### src/rtl/menu_ready_ctl.sv
// Main-menu readiness controller: debounces the local start button, exchanges
// readiness with the remote board and runs a vsync-counted countdown into GAME.
module menu_ready_ctl #(
   parameter int unsigned DEBOUNCE_CYCLES  = 650_000,
   parameter int unsigned COUNTDOWN_FRAMES = 180
) (
   input  logic       clk,
   input  logic       rst,
   input  logic       btn,
   input  logic       remote_ready,
   input  logic       vsync,
   input  logic       game_over,
   output logic       start,
   output logic       game_en,
   output logic       local_ready,
   output logic [7:0] countdown
);

   localparam int unsigned DW = $clog2(DEBOUNCE_CYCLES);
   localparam int unsigned FW = $clog2(COUNTDOWN_FRAMES + 1);
   localparam logic [DW-1:0] DB_LAST = DW'(DEBOUNCE_CYCLES - 1);
   localparam logic [DW-1:0] DB_ONE  = DW'(1);
   localparam logic [FW-1:0] FR_LOAD = FW'(COUNTDOWN_FRAMES);
   localparam logic [FW-1:0] FR_ONE  = FW'(1);

   if (COUNTDOWN_FRAMES < 1 || DEBOUNCE_CYCLES < 2) begin : g_param_check
      $error("menu_ready_ctl: COUNTDOWN_FRAMES must be >= 1 and DEBOUNCE_CYCLES >= 2");
   end

   typedef enum logic [1:0] {
      ST_MENU,
      ST_LOCAL_READY,
      ST_COUNTDOWN,
      ST_GAME
   } state_t;

   logic          btn_s1, btn_s2;
   logic          rr_s1, rr_s2;
   logic          vs_q, vs_d;
   logic          tick;
   logic          stable;
   logic [DW-1:0] db_cnt;
   logic          press;
   state_t        state, state_n;
   logic [FW-1:0] frames, frames_n;
   logic [31:0]   frames_ext;
   logic [7:0]    countdown_n;

   always_ff @(posedge clk or posedge rst) begin
      if (rst) begin
         btn_s1 <= 1'b0;
         btn_s2 <= 1'b0;
         rr_s1  <= 1'b0;
         rr_s2  <= 1'b0;
         vs_q   <= 1'b0;
         vs_d   <= 1'b0;
      end else begin
         btn_s1 <= btn;
         btn_s2 <= btn_s1;
         rr_s1  <= remote_ready;
         rr_s2  <= rr_s1;
         vs_q   <= vsync;
         vs_d   <= vs_q;
      end
   end

   assign tick = vs_q & ~vs_d;

   // press is a registered pulse on the 0->1 flip of the accepted level
   always_ff @(posedge clk or posedge rst) begin
      if (rst) begin
         stable <= 1'b0;
         db_cnt <= '0;
         press  <= 1'b0;
      end else begin
         press <= 1'b0;
         if (btn_s2 == stable) begin
            db_cnt <= '0;
         end else if (db_cnt == DB_LAST) begin
            stable <= ~stable;
            db_cnt <= '0;
            press  <= ~stable;
         end else begin
            db_cnt <= db_cnt + DB_ONE;
         end
      end
   end

   always_ff @(posedge clk or posedge rst) begin
      if (rst) begin
         state  <= ST_MENU;
         frames <= '0;
      end else begin
         state  <= state_n;
         frames <= frames_n;
      end
   end

   always_comb begin
      state_n  = state;
      frames_n = frames;
      case (state)
         ST_MENU: begin
            if (press) state_n = ST_LOCAL_READY;
         end
         ST_LOCAL_READY: begin
            if (rr_s2) begin
               state_n  = ST_COUNTDOWN;
               frames_n = FR_LOAD;
            end else if (press) begin
               state_n = ST_MENU;
            end
         end
         ST_COUNTDOWN: begin
            if (!rr_s2) begin
               state_n  = ST_LOCAL_READY;
               frames_n = '0;
            end else if (tick) begin
               if (frames == FR_ONE) begin
                  state_n  = ST_GAME;
                  frames_n = '0;
               end else begin
                  frames_n = frames - FR_ONE;
               end
            end
         end
         ST_GAME: begin
            if (game_over) state_n = ST_MENU;
         end
         default: state_n = ST_MENU;
      endcase

      frames_ext  = 32'(frames_n);
      countdown_n = '0;
      if (state_n == ST_COUNTDOWN)
         countdown_n = (frames_ext > 32'd255) ? 8'hFF : frames_ext[7:0];
   end

   always_ff @(posedge clk or posedge rst) begin
      if (rst) begin
         start       <= 1'b0;
         game_en     <= 1'b0;
         local_ready <= 1'b0;
         countdown   <= '0;
      end else begin
         start       <= (state_n != ST_MENU);
         game_en     <= (state_n == ST_GAME);
         local_ready <= (state_n == ST_LOCAL_READY) || (state_n == ST_COUNTDOWN);
         countdown   <= countdown_n;
      end
   end

endmodule

### config.mk
export PLATFORM = sky130hd
export DESIGN_NAME = menu_ready_ctl
export DESIGN_NICKNAME = d
export VERILOG_FILES = /design/src/rtl/menu_ready_ctl.sv
export SDC_FILE = /design/constraint.sdc
export NUM_CORES = 1
export LEC_CHECK = 0
export ABC_AREA = 1
export BUFFER_PORTS_ARGS = -buffer_cell sky130_fd_sc_hd__buf_2
export CAP_MARGIN = 40
export CELL_PAD_IN_SITES_DETAIL_PLACEMENT = 2
export CELL_PAD_IN_SITES_GLOBAL_PLACEMENT = 2
export CORE_MARGIN = 8
export CORE_UTILIZATION = 36
export CTS_BUF_LIST = sky130_fd_sc_hd__clkbuf_8 sky130_fd_sc_hd__clkbuf_16
export DETAILED_ROUTE_END_ITERATION = 10
export PLACE_DENSITY = 0.8
export SLEW_MARGIN = 30
export SYNTH_ARGS = -nofsm -noshare
export SYNTH_HDL_FRONTEND = slang
export SYNTH_SLANG_ARGS = --single-unit
### constraint.sdc
create_clock -name clk -period 2.7 [get_ports clk]
set_input_delay 0.135 -clock clk [delete_from_list [all_inputs] [get_ports clk]]
set_output_delay 0.135 -clock clk [all_outputs]
set_load 0.05 [all_outputs]
### Yosys cells after proc, flatten, opt, wreduce, memory -nomap -nowiden

Cells that the tools add are included.

* equality and inequality tests: 9
* shift-type cells: 0
* muxes and demuxes: 18
* magnitude comparators: 0
* reductions and logical operators: 4
* divide/modulo/power cells: 0
* bitwise operators: 4
* add/subtract/negate cells: 2
* $mul: 0

Operator list (count)
* $mux 20: 2
* $mux 8: 5
* $add 20x1->20 const B: 1
* $eq 20x20->1 const B: 1
* $pmux 8 s2: 1
* $mux 2: 7
* $eq 2x2->1 const B: 4
* $eq 8x1->1 const B: 1
* $pmux 2 s4: 1
* $sub 8x1->8 const B: 1
* $eq 2x1->1 const B: 2
* $not 1->1: 3
* $logic_not 2->1: 1
* $mux 1: 2
* $reduce_and 2->1: 1
* $reduce_bool 2->1: 1
* $and 1x1->1: 1
* $eq 1x1->1: 1
* $logic_or 1x1->1: 1

* bits in writable memories: 0
* ROM bits: 0
* bits of input ports: 6
* memories kept: 0
* latch bits: 0
* bits in registers: 49

### Logic depth before layout (Yosys ltp)

* depth in word-level cells: 7
* gate-level depth with buffers: 12

### Worst setup path before layout

OpenSTA, ideal clock, no wires.

* kind: reg-to-reg
* start point: register state[1]
* end point: register countdown[2]
* cell stages (with the launch flop): 13
* period minus slack after synthesis: 1.863 ns
* required time: 2.576 ns
* data arrival time: 1.739 ns
* setup time: 0.124 ns
* setup slack: 0.837 ns
* cells stage by stage: dfrtp_1 > inv_1 > ha_1 > clkbuf_1 > nand3b_1 > nand2_1 > a21o_1 > nand3_1 > o21ai_1 > inv_1 > ha_1 > inv_1 > nor2_1

* elaborated cells between the ends (all ways): 15
* classes of those cells: eq/ne: 4; mux: 10; reduce/logical: 1

RTL lines
* start: declaration: RTL line 44 `state_t state, state_n;`
* start signal: assignment: RTL line 94 `state <= state_n;`
* $eq 2x2->1 (tied with other cells): RTL line 102 `case (state)`
* $pmux 2 s4 (*): RTL line 102
* named net state_n[0]: RTL line 44
* $eq 2x2->1 (*): RTL line 135 `if (state_n == ST_COUNTDOWN)`
* $mux 8 (*): RTL line 135
* named net countdown_n[2]: RTL line 47 `logic [7:0] countdown_n;`
* end signal: assignment: RTL line 149 `countdown <= countdown_n;`
* end: declaration: RTL line 16 `output logic [7:0] countdown`

The timed path passes the listed nets; every way through them passes the cells marked *.
A chain may end at the register's enable or synchronous reset.

### Worst setup path after layout

* start point: register state[1]
* end point: register countdown[4]

The elaborated chain is that of the path after synthesis.

==> results.cfg <==
[logic_synthesis]
synth_cell_types = 30
synth_compound_area_share_pct = 5.11
yosys.area.top_type = dfrtp_1
synth_mux_area_share_pct = 0
seq_area_frac_synth_pct = 46.8
synth_top_family_by_area = simple AND/OR/NAND/NOR gates
synth_edf_count = 0
netlist_instances = 329
ys_warn_count = 0
synthTopCellsByArea = dfrtp_1, nand2_1, nor2_1
yosysTopAreaCellShare_pct = 46.8
synth_nets = 345
syn_area_per_cell_um2 = 7.96
synth_area_um2 = 2620
ys_async_sr_fraction_pct = 100
synthSimpleGateAreaFrac_pct = 32.6
synth-xor-area-share_pct = 3.35
synth_flop_cell = dfrtp_1
synth_fa_ha_area_share_pct = 4.78
ys_ff_latch = 49

[global_routing]
grt-ovfl-total = 0
antenna_found_initial = 0
grt_max_degree = 50
grt_pass1_wl_mm = 11.6
grt_pass1_vias = 2413
grt.total_usage_pct = 14.4

[clocking]
clkTransAtPathRegs_ns = 0.09
ctsLongestPathBuffers = 2
htree_levels = 2
cts_buffers = 5
cts_resized = 0
ctsHoldBuffers = 4
postCtsSetupBuffers = 0
tritoncts = yes
root_buffer = clkbuf_8
clock_sinks = 49
insertion_delay_ns = 0.30

[final_layout]
fin_cells = 455
final_core_util_pct = 42.0
diodes = 0
layout.cells.most_common_list = nand2_1, dfrtp_1, nor2_1
fillCellCount = 863
multiInputGateArea_um2 = 1200
final-seq-area_um2 = 1230
syn_to_final_growth_pct = 14.5
stdcell_area_um2 = 3000
final_common_cell = nand2_1
drive_gt1_share_pct = 14.6
fin_nets = 371

[die]
fp.dieW_um = 101
core-area_um2 = 7140
die_h_um = 101
rows = 31
start_util_pct = 36.7
io_pins = 17
dieArea_um2 = 10300

[power_and_ir_drop]
powerDensity_nw_per_um2 = 636
vdd_drop_max_mv = 0.309
total_power_mw = 1.91
p_leak_nw = 1.48

[placed_design]
preCtsSetupSlack_ns = 0.486
detailed_place.area_um2 = 2820
post-dp-hpwl_mm = 5.18
globalplace.congestion = 0.801
placed_cells = 443
port_buffers = 16

[routing]
drt-vias-per-instance = 4.78
wl_per_cell_um = 14.8
first_pass_iters = 4
final_antenna_net_count = 0
drc = 0
routed_wl_mm = 6.75
routed-via-count = 2174
drt_iter0_drc = 36

[sta]
fin_ws_ns = 0.472
final-max-slew-violation-count = 0
min_period_ns = 2.23
fin_crit_sh_pct = 82.5
holdWs_ns = 0.364
timing.final.hold_violations = 0
setup_viol = 0
max_clock_freq_mhz = 449
tightest_slew_ns = 0.610
fin_skew_ns = 0.00477
rsz0062_at_grt = false
setup_tns_ns = 0
relSlewSlack_pct = 59.4

[min_path]
hold_path.class = reg -> reg

[setup_path]
cp_max_fo = 9
arrival_ns = 2.41
worstSetupPathType = reg -> reg
cp-end-kind = register
required_ns = 2.88
crit_path_start_kind = register

[flow_run]
maxCapViolations = 0

[outcome]
status = complete, no violations
==> final cells by class <==
cell class,count,share of cell area (%)
Clock buffer,5,2.30
Tap cell,99,4.13
Multi-Input combinational cell,230,40.1
Inverter,49,6.30
Sequential cell,49,40.9
Timing Repair Buffer,20,4.01
Clock inverter,3,2.30
==> worst paths after layout <==
kind | from | end | slack [ns] | depth (start not counted)
setup / recovery | state[1] | countdown[4] | 0.47 | 11
hold / removal | rr_s1 | rr_s2 | 0.36 | 0
setup reg to reg | state[1] | countdown[4] | 0.47 | 11
hold reg to reg | rr_s1 | rr_s2 | 0.36 | 0
max in group asynchronous | rst | countdown[0] | 1.82 | 3
min in group asynchronous | rst | db_cnt[0] | 0.47 | 3
==> critical path: stages (launching register included) <==
cell      delay, ns
dfrtp_1        0.42
inv_1          0.13
ha_1           0.36
nand3b_1       0.11
nand2_1        0.07
a21o_1         0.11
nand3_1        0.08
o21ai_1        0.17
inv_1          0.12
ha_1           0.21
inv_1          0.24
nor2_1         0.09
==> cells in the mapped netlist, types with 2 or more instances <==
library cell	n
nand3_1	19
xor2_1	7
nor2_2	9
nor2_4	2
nand2_4	2
nor3_2	2
nand4_1	4
nand3b_1	2
nor3_1	6
a21oi_1	12
inv_2	4
nand2_2	2
xnor2_1	3
nand3_2	4
nor2_1	48
o21ai_0	6
ha_1	10
dfrtp_1	49
inv_1	44
nand2_1	84
==> kinds of logic (layout without fill, tap and decap cells) <==
kind of cell,count (synthesis),in the layout
XOR/XNOR,10,10
flip-flops,49,49
buffers and inverters,50,77
AND/OR/NAND/NOR,187,187
AO/OA/AOI/OAI,23,23
adder cells (fa/ha/maj),10,10
==> where the power goes <==
part / total (mW) / switching, mW / internal, mW / leakage, nW
Sequential: 0.855 / 0.0629 / 0.792 / 0.659
Clock: 0.632 / 0.259 / 0.373 / 0.0687
Combinational: 0.419 / 0.299 / 0.119 / 0.753
==> metal layers <==
metal / up-vias / wire length, um / track usage [%]
li1: 1070 / - / -
met1: 1087 / 2880 / 16.7
met2: 13 / 3680 / 26.9
met3: 4 / 129 / 2.34
met4: 0 / 55 / 3.32
met5: - / 0 / 0
==> registers in the layout, indices dropped and copies added (netlist names) <==
name,flops
btn_s2,1
btn_s1,1
local_ready,1
rr_s1,1
vs_d,1
state,2
start,1
rr_s2,1
vs_q,1
frames,8
stable,1
press,1
game_en,1
db_cnt,20
countdown,8
Power figures use the tool's default switching activity.
